`config.mk`:
```
export PLATFORM = sky130hd
export DESIGN_NAME = dmem_arbiter
export DESIGN_NICKNAME = d
export VERILOG_FILES = /design/src/rtl/dmem_arb_pkg.sv /design/src/rtl/rr_arb2.sv /design/src/rtl/dmem_arbiter.sv
export SDC_FILE = /design/constraint.sdc
export NUM_CORES = 1
export LEC_CHECK = 0
export BUFFER_PORTS_ARGS = -buffer_cell sky130_fd_sc_hd__buf_4
export CORE_MARGIN = 3
export CORE_UTILIZATION = 41
export CTS_CLUSTER_SIZE = 30
export DETAILED_ROUTE_END_ITERATION = 16
export MAX_ROUTING_LAYER = met4
export PLACE_DENSITY = 0.73
export RECOVER_POWER = 50
export SYNTH_ARGS = -nofsm -noshare
export SYNTH_HDL_FRONTEND = slang
export SYNTH_HIERARCHICAL = 1
export SYNTH_SLANG_ARGS = --single-unit
```
`constraint.sdc`:
```
create_clock -name clock -period 2.3 [get_ports clock]
set_input_delay 0.115 -clock clock [delete_from_list [all_inputs] [get_ports clock]]
set_output_delay 0.115 -clock clock [all_outputs]
set_load 0.005 [all_outputs]
```
`src/rtl/dmem_arb_pkg.sv`:
```
// Shared types for the dmem arbiter: requester ids and the pending-read tag.
package dmem_arb_pkg;

    typedef enum logic {
        ID_P = 1'b0,
        ID_A = 1'b1
    } req_id_e;

    typedef struct packed {
        logic    valid;
        req_id_e id;
    } rd_tag_t;

endpackage

```
`src/rtl/rr_arb2.sv`:
```
// Two-way round-robin pick: on a tie the requester that did not win last time goes.
module rr_arb2
    import dmem_arb_pkg::*;
(
    input  logic    i_req0,
    input  logic    i_req1,
    input  req_id_e i_last,
    output logic    o_gnt0,
    output logic    o_gnt1
);

    logic w_last_a;

    assign w_last_a = (i_last == ID_A);
    assign o_gnt0   = i_req0 & (~i_req1 | w_last_a);
    assign o_gnt1   = i_req1 & (~i_req0 | ~w_last_a);

endmodule

```
`src/rtl/dmem_arbiter.sv`:
```
// Shares one single-port synchronous dmem between the processor (P) and an
// auxiliary master (A): round-robin with bounded locked bursts, 1-cycle read return.
module dmem_arbiter
    import dmem_arb_pkg::*;
#(
    parameter int ADDR_W    = 12,
    parameter int DATA_W    = 32,
    parameter int MAX_BURST = 8
) (
    input  logic              clock,
    input  logic              reset,
    input  logic              p_req,
    input  logic              p_lock,
    input  logic              p_wren,
    input  logic [ADDR_W-1:0] p_addr,
    input  logic [DATA_W-1:0] p_wdata,
    output logic              p_gnt,
    output logic              p_rvalid,
    output logic [DATA_W-1:0] p_rdata,
    input  logic              a_req,
    input  logic              a_lock,
    input  logic              a_wren,
    input  logic [ADDR_W-1:0] a_addr,
    input  logic [DATA_W-1:0] a_wdata,
    output logic              a_gnt,
    output logic              a_rvalid,
    output logic [DATA_W-1:0] a_rdata,
    output logic [ADDR_W-1:0] mem_addr,
    output logic [DATA_W-1:0] mem_wdata,
    output logic              mem_wren,
    input  logic [DATA_W-1:0] mem_q
);

    localparam int              CNT_W   = $clog2(MAX_BURST + 1);
    localparam logic [CNT_W-1:0] MAX_CNT = CNT_W'(MAX_BURST);

    req_id_e           r_last;
    logic              r_owner_valid;
    req_id_e           r_owner;
    logic [CNT_W-1:0]  r_burst_cnt;
    rd_tag_t           r_rd_pend;
    logic [ADDR_W-1:0] r_addr_hold;
    logic [DATA_W-1:0] r_wdata_hold;
    logic [DATA_W-1:0] r_p_rdata;
    logic [DATA_W-1:0] r_a_rdata;

    logic              w_rr_p;
    logic              w_rr_a;
    logic              w_locked;
    logic              w_at_limit;
    logic              w_owner_req;
    logic              w_gnt_p;
    logic              w_gnt_a;
    logic              w_gnt_any;
    req_id_e           w_gnt_id;
    logic              w_gnt_lock;
    logic              w_gnt_wren;
    logic [ADDR_W-1:0] w_gnt_addr;
    logic [DATA_W-1:0] w_gnt_wdata;
    logic              w_p_rvalid;
    logic              w_a_rvalid;

    rr_arb2 u_rr (
        .i_req0 (p_req),
        .i_req1 (a_req),
        .i_last (r_last),
        .o_gnt0 (w_rr_p),
        .o_gnt1 (w_rr_a)
    );

    assign w_locked    = r_owner_valid && (r_burst_cnt < MAX_CNT);
    assign w_at_limit  = r_owner_valid && (r_burst_cnt >= MAX_CNT);
    assign w_owner_req = (r_owner == ID_P) ? p_req : a_req;

    always_comb begin
        w_gnt_p = 1'b0;
        w_gnt_a = 1'b0;
        if (!reset) begin
            if (w_locked && w_owner_req) begin
                w_gnt_p = (r_owner == ID_P);
                w_gnt_a = (r_owner == ID_A);
            end else if (w_at_limit && p_req && a_req) begin
                // Exhausted burst: the lock is ignored and the other side wins the tie.
                w_gnt_p = (r_owner == ID_A);
                w_gnt_a = (r_owner == ID_P);
            end else begin
                w_gnt_p = w_rr_p;
                w_gnt_a = w_rr_a;
            end
        end
    end

    assign w_gnt_any   = w_gnt_p | w_gnt_a;
    assign w_gnt_id    = w_gnt_a ? ID_A : ID_P;
    assign w_gnt_lock  = w_gnt_a ? a_lock  : p_lock;
    assign w_gnt_wren  = w_gnt_a ? a_wren  : p_wren;
    assign w_gnt_addr  = w_gnt_a ? a_addr  : p_addr;
    assign w_gnt_wdata = w_gnt_a ? a_wdata : p_wdata;

    assign p_gnt     = w_gnt_p;
    assign a_gnt     = w_gnt_a;
    assign mem_wren  = w_gnt_any & w_gnt_wren;
    assign mem_addr  = reset ? '0 : (w_gnt_any ? w_gnt_addr  : r_addr_hold);
    assign mem_wdata = reset ? '0 : (w_gnt_any ? w_gnt_wdata : r_wdata_hold);

    assign w_p_rvalid = !reset && r_rd_pend.valid && (r_rd_pend.id == ID_P);
    assign w_a_rvalid = !reset && r_rd_pend.valid && (r_rd_pend.id == ID_A);
    assign p_rvalid   = w_p_rvalid;
    assign a_rvalid   = w_a_rvalid;
    assign p_rdata    = w_p_rvalid ? mem_q : r_p_rdata;
    assign a_rdata    = w_a_rvalid ? mem_q : r_a_rdata;

    always_ff @(posedge clock) begin
        if (reset) begin
            r_last        <= ID_A;
            r_owner_valid <= 1'b0;
            r_owner       <= ID_P;
            r_burst_cnt   <= '0;
            r_rd_pend     <= '0;
            r_addr_hold   <= '0;
            r_wdata_hold  <= '0;
            r_p_rdata     <= '0;
            r_a_rdata     <= '0;
        end else begin
            if (w_gnt_any) begin
                r_last       <= w_gnt_id;
                r_addr_hold  <= w_gnt_addr;
                r_wdata_hold <= w_gnt_wdata;
            end

            if (w_gnt_any && w_gnt_lock && !w_at_limit) begin
                r_owner_valid <= 1'b1;
                r_owner       <= w_gnt_id;
                r_burst_cnt   <= (r_owner_valid && r_owner == w_gnt_id)
                                 ? r_burst_cnt + CNT_W'(1) : CNT_W'(1);
            end else begin
                r_owner_valid <= 1'b0;
                r_burst_cnt   <= '0;
            end

            r_rd_pend.valid <= w_gnt_any && !w_gnt_wren;
            r_rd_pend.id    <= w_gnt_id;

            if (w_p_rvalid) r_p_rdata <= mem_q;
            if (w_a_rvalid) r_a_rdata <= mem_q;
        end
    end

endmodule

```
# Word-level counts from Yosys, hierarchy flattened
# Index checks and enable logic that the tools add are counted.
# op_classes
add_sub_neg	1
multipliers	0
div	0
order_cmp	2
n_eq_ne	1
n_shift	0
n_mux	20
bitwise	13
n_reduce_logical	17
# op_table
operator	n
$mux W32	5
$mux W12	3
$logic_and A1 B1 Y1	12
$mux W1	12
$not A1 Y1	7
$add A4 B1 Y4 const B	1
$ge A4 B4 Y1 const B	1
$lt A4 B4 Y1 const B	1
$and A1 B1 Y1	3
$logic_not A1 Y1	3
$or A1 B1 Y1	3
$reduce_or A3 Y1	1
$reduce_or A2 Y1	1
$eq A1 B1 Y1	1
# word_totals
ff_bits	117
latch_bits	0
mem_bits_rw	0
rom_bits	0
in_bits	128
elab_cells	65
mem_count	0

# Longest topological paths before layout
# depth
depth_word	12
mapped_depth	8

# Cells and area by module
# The synthesis kept the hierarchy.
# by_module_without_submodules
module	instances	cells_per_inst	area_per_inst_um2	seq_area_each_um2
dmem_arbiter	1	431	4908.5	2342.2
rr_arb2	1	3	18.8	0.0

# Worst setup path after synthesis
# Ideal clock, no wire load.
# synth_timing
kind	reg2reg
start	reg r_last
end	reg r_burst_cnt[0]
setup_time_ns	0.087
arrival_time_ns	1.634
setup_slack_ns	0.578
path_stages_with_launch	7
n_path_buf	1
path_cell_list	dfxtp_1 > a21boi_0 > o22ai_1 > a211oi_2 > o21ai_2 > buf_2 > nor4b_2
# synth_between
elab_chain_cells	11
word_cells_on_any_way	21
cone_classes	eq/ne (1); mux (9); bitwise (7); reduce/logical (4)
# synth_rtl
item	line_no	source
start, declared	dmem_arbiter.sv:37	req_id_e r_last;
start signal, assigned	dmem_arbiter.sv:126	r_last <= w_gnt_id;
$not A1 Y1 (*)	rr_arb2.sv:16	assign o_gnt1 = i_req1 & (~i_req0 | ~w_last_a);
$or A1 B1 Y1 (*)	rr_arb2.sv:16	
$and A1 B1 Y1 (*)	rr_arb2.sv:16	
named net w_rr_a	dmem_arbiter.sv:48	logic w_rr_a;
$mux W1 (*)	dmem_arbiter.sv:82	end else if (w_at_limit && p_req && a_req) begin
$mux W1 (*)	dmem_arbiter.sv:79	if (w_locked && w_owner_req) begin
$mux W1 (*)	dmem_arbiter.sv:78	if (!reset) begin
$or A1 B1 Y1 or $mux W1 (tied branches)	dmem_arbiter.sv:93, dmem_arbiter.sv:95	
$logic_and A1 B1 Y1 (2 in a row)	dmem_arbiter.sv:131	if (w_gnt_any && w_gnt_lock && !w_at_limit) begin
$not A1 Y1 (no source line)	-	
$reduce_or A2 Y1 (no source line)	-	
end signal, assigned	dmem_arbiter.sv:134	r_burst_cnt <= (r_owner_valid && r_owner == w_gnt_id)
end, declared	dmem_arbiter.sv:40	logic [CNT_W-1:0] r_burst_cnt;
# The timed path passes the listed nets; every way through them passes the cells marked *.
# A chain may end at the register's enable or synchronous reset.

# Final worst setup path
# layout_timing
start	reg r_burst_cnt[3]
end	out mem_wdata[16]
# layout_between
elab_chain_cells	10
word_cells_on_any_way	17
cone_classes	order compare (2); mux (9); bitwise (1); reduce/logical (5)
# layout_rtl
item	line_no	source
$ge A4 B4 Y1	dmem_arbiter.sv:72	assign w_at_limit = r_owner_valid && (r_burst_cnt >= MAX_CNT);
$logic_and A1 B1 Y1	dmem_arbiter.sv:72	
$logic_and A1 B1 Y1 (2 in a row)	dmem_arbiter.sv:82	
$mux W1	dmem_arbiter.sv:82	
$mux W1	dmem_arbiter.sv:79	
$mux W1	dmem_arbiter.sv:78	
$mux W32 or $or A1 B1 Y1 (tied branches)	dmem_arbiter.sv:98, dmem_arbiter.sv:93	
$mux W32 (*)	-	
$mux W32 (*)	dmem_arbiter.sv:104	assign mem_wdata = reset ? '0 : (w_gnt_any ? w_gnt_wdata : r_wdata_hold);
end, declared	dmem_arbiter.sv:29	output logic [DATA_W-1:0] mem_wdata,
# Every way passes the cells marked *; elsewhere a longest branch is shown, timed or not.

==> flow_metrics.env <==
export IMPL_outcome="complete, but fails checks"
export IMPL_failed_checks="negative setup slack"
export IMPL_leakage_nw=4.07
export IMPL_io_buffers=240
export IMPL_final_core_util_pct=72.4
export IMPL_async_flop_share_pct=0
export IMPL_cts_htree_levels=4
export IMPL_endpoint_kind="output port"
export IMPL_synthSimpleGateAreaFrac_pct=13.0
export IMPL_yosysSeqAreaShare_pct=47.5
export IMPL_dr_total_vias=4368
export IMPL_path_common_cell="buf_4"
export IMPL_synth_xor_area_share_pct=0.178
export IMPL_startpoint_type="register"
export IMPL_diodes=0
export IMPL_regArea_mm2=0.00235
export IMPL_firstDrtPassIters=4
export IMPL_r2r_start="r_last"
export IMPL_root_buffer="clkbuf_16"
export IMPL_clock_skew_ns=0.00559
export IMPL_crit_required_ns=2.18
export IMPL_syn_nets=564
export IMPL_dieHeight_um=116
export IMPL_grt_pass1_vias=4231
export IMPL_crit_family="buffers and inverters"
export IMPL_avgRoutedWirePerCell_um=18.8
export IMPL_cts_clk_slew_worst_paths_ns=0.05
export IMPL_crit_buf_inv=4
export IMPL_drive_above_1_share_pct=57.1
export IMPL_fillers=825
export IMPL_avgSynthCellArea_um2=11.4
export IMPL_synthFlopType="dfxtp_1"
export IMPL_hold_path_depth=3
export IMPL_start_util_pct=42.6
export IMPL_grt_pass1_wl_um=21500
export IMPL_ant_nets=0
export IMPL_period_share_pct=106
export IMPL_hold_viol=0
export IMPL_cts_sinks=117
export IMPL_slowest_delay_ns=0.36
export IMPL_synth_top_family_by_area="multiplexers"
export IMPL_clockBufferDepth=2
export IMPL_numCtsBuffers=17
export IMPL_hpwl_um=9960
export IMPL_layout_nets=830
export IMPL_holdCritPathClass="in2reg"
export IMPL_yosys_warnings=6
export IMPL_yosysTopAreaCell="dfxtp_1"
export IMPL_synth_edf_count=0
export IMPL_crit_cells=9
export IMPL_grt_setup_unrepaired="true"
export IMPL_grt_ovfl_total=0
export IMPL_clkPwrFrac_pct=45.0
export IMPL_critPathArrivalTime_ns=2.32
export IMPL_sw_frac_of_total_pct=23.6
export IMPL_row_count=39
export IMPL_antenna_found_initial=0
export IMPL_synthMuxAreaShare_pct=24.0
export IMPL_cts_tree="built"
export IMPL_slew_headroom_pct=36.9
export IMPL_min_from="a_wdata[31]"
export IMPL_place_gp_congestion=0.824
export IMPL_cap_viol_max_count=0
export IMPL_viasPerCell=5.10
export IMPL_final_setup_worst_slack_ns=-0.135
export IMPL_yosysTopAreaCellShare_pct=47.5
export IMPL_power_density_mw_per_mm2=733
export IMPL_ir_worst_vdd_v=0.000572
export IMPL_slowest_stage="dfxtp_4"
export IMPL_worstPathCellList="clkbuf_2 > nand3b_1 > a21oi_4 > nor3_4 > buf_4 > o21ai_4 > buf_12 > o2bb2ai_1 > buf_4"
export IMPL_ys_types=43
export IMPL_drc_errors=0
export IMPL_p_seq_share_pct=36.1
export IMPL_multi_input_area_mm2=0.00281
export IMPL_period_needed_ns=2.44
export IMPL_clock_fmax_ghz=0.411
export IMPL_syn_area_mm2=0.00493
export IMPL_synthCells=434
export IMPL_critPathMaxFanout=26
export IMPL_synth_fa_ha_area_share_pct=0.508
export IMPL_clkLatencyLatePin_ns=0.41
export IMPL_dieArea_mm2=0.0134
export IMPL_area_growth_syn_to_layout_pct=69.9
export IMPL_grt_max_degree=52
export IMPL_critPathKind="reg2out"
export IMPL_yosys_register_bits=117
export IMPL_tightest_slew_ns=0.947
export IMPL_drv_slew=0
export IMPL_synthTopCellsByArea="dfxtp_1, mux2_2, mux2i_1"
export IMPL_pwr_share_comb_pct=18.9
export IMPL_cp_startpoint="r_burst_cnt[3]"
export IMPL_switching_power_mw=1.45
export IMPL_intPower_mw=4.69
export IMPL_ios=241
export IMPL_setup_viol=77
export IMPL_rr_worst_depth=11
export IMPL_coreArea_mm2=0.0116
export IMPL_grtUsageTotal_pct=21.5
export IMPL_synth_compound_area_share_pct=10.9
export IMPL_dieWidth_um=116
export IMPL_drtIter0Drc=168
export IMPL_tns_ns=-4.55
export IMPL_wirelength_um=16100
[layout by cell type, fill, tap and decap left out, types with 3 or more instances in the layout]
master | Yosys | routed
buf_4 | 3 | 241
mux2i_2 | 0 | 4
dfxtp_4 | 0 | 3
o2bb2ai_2 | 0 | 13
buf_16 | 0 | 3
dfxtp_1 | 117 | 113
bufinv_16 | 0 | 3
inv_1 | 8 | 6
a21oi_1 | 5 | 4
clkinv_2 | 0 | 4
clkbuf_16 | 0 | 22
nand2_1 | 6 | 6
mux2_1 | 0 | 16
o2bb2ai_4 | 0 | 13
inv_2 | 1 | 3
nand2b_1 | 3 | 3
nand3_1 | 3 | 3
mux2i_1 | 46 | 41
nor4_1 | 4 | 4
nor2_1 | 4 | 4
and2_0 | 0 | 5
clkbuf_8 | 0 | 6
mux2_2 | 64 | 48
and2_1 | 65 | 60
o2bb2ai_1 | 44 | 18
clkbuf_2 | 0 | 3
buf_6 | 1 | 17
buf_12 | 0 | 6
[synth_stat cells (2+ instances only)]
cell type	instances
nand2_1	6
nand3_1	3
o2bb2ai_1	44
nor2b_1	2
inv_1	8
a21oi_2	2
o211ai_1	2
nor3b_1	2
nand2b_1	3
a21oi_1	5
buf_4	3
nor3_4	2
mux2i_1	46
mux2_2	64
nor2_1	4
buf_2	19
nor3_1	2
nor4_1	4
o22ai_1	2
dfxtp_1	117
clkbuf_1	7
ha_1	2
and2_1	65
[power groups by stage]
stage | sequential [mW] | clock [mW] | combinational (mW)
after global placement | 2.23 | 0 | 0.837
final | 2.21 | 2.76 | 1.16
after CTS | 2.19 | 2.81 | 0.946
after floorplan | 2.22 | 0 | 0.393
after global routing | 2.22 | 2.92 | 1.23
after detailed placement | 2.23 | 0 | 0.852
[logic make-up after synthesis]
kind of cell,after synthesis
adders and majority gates,2
buffers and inverters,39
xor gates and xnor gates,1
and+or+nand+nor,100
muxes,110
AOI/OAI and AO/OA,65
DFF,117
[state kept, by name (all words and copies together), names as in the netlist]
name,flops
r_burst_cnt,4
r_wdata_hold,32
r_owner_valid,1
r_addr_hold,12
r_p_rdata,32
r_rd_pend,2
r_owner,1
r_a_rdata,32
r_last,1
[cell type report]
class / count / area share, %
timing repair buffer: 277 / 28.3
multi-input combinational: 278 / 33.5
sequential: 117 / 28.1
tap: 143 / 2.14
inverter: 9 / 0.404
clock inverter: 8 / 1.42
clock buffer: 24 / 6.11
[routing by layer]
| metal | up-vias | share of wire (%) | routed length (um) | global-route usage [%] |
|---|---|---|---|---|
| met1 | 2067 | 40 | 6390 | 24.2 |
| met2 | 196 | 51 | 8170 | 36.1 |
| met4 | 0 | 1.6 | 255 | 7.89 |
| li1 | 2082 | - | - | - |
| met3 | 23 | 7.7 | 1240 | 6.74 |
| met5 | - | 0 | 0 | - |
[repair_timing]
action,in CTS,in global routing
cloned,3,7
buffers inserted,7,9
endpoints found under the hold margin,1,0
endpoints found under the setup margin,45,46
pin swaps,3,5
gates resized for setup,23,66
hold buffers,2,0
[stage by stage]
step           setup slack (ns)  hold slack, ns  total power, mW  instance area [um2]  cells
2_1_floorplan             0.578           0.303             2.61                 4930    434
3_3_place_gp             0.0739           0.428             3.06                 6870    796
3_5_place_dp             0.0484           0.436             3.08                 6870    796
4_1_cts                 -0.0777          0.0113             5.95                 7750    840
5_1_grt                  -0.227          0.0138             6.37                 8370    856
6_report                 -0.135          0.0164             6.13                 8370    856
[worst reg2reg max path: cells and delay by family (launching register included)]
kind	cells	cell delay (ns)
buffers and inverters	5	0.67
AND/OR/NAND/NOR	3	0.57
flip-flops	1	0.36
AO/OA/AOI/OAI	3	0.34
[final timing paths]
check        slack [ns]               end
max reg2reg        0.24    r_burst_cnt[3]
min reg2reg        0.47   r_wdata_hold[0]
min                0.02  r_wdata_hold[31]
max               -0.14     mem_wdata[16]
Note: power is estimated with default switching activity, not from simulation.
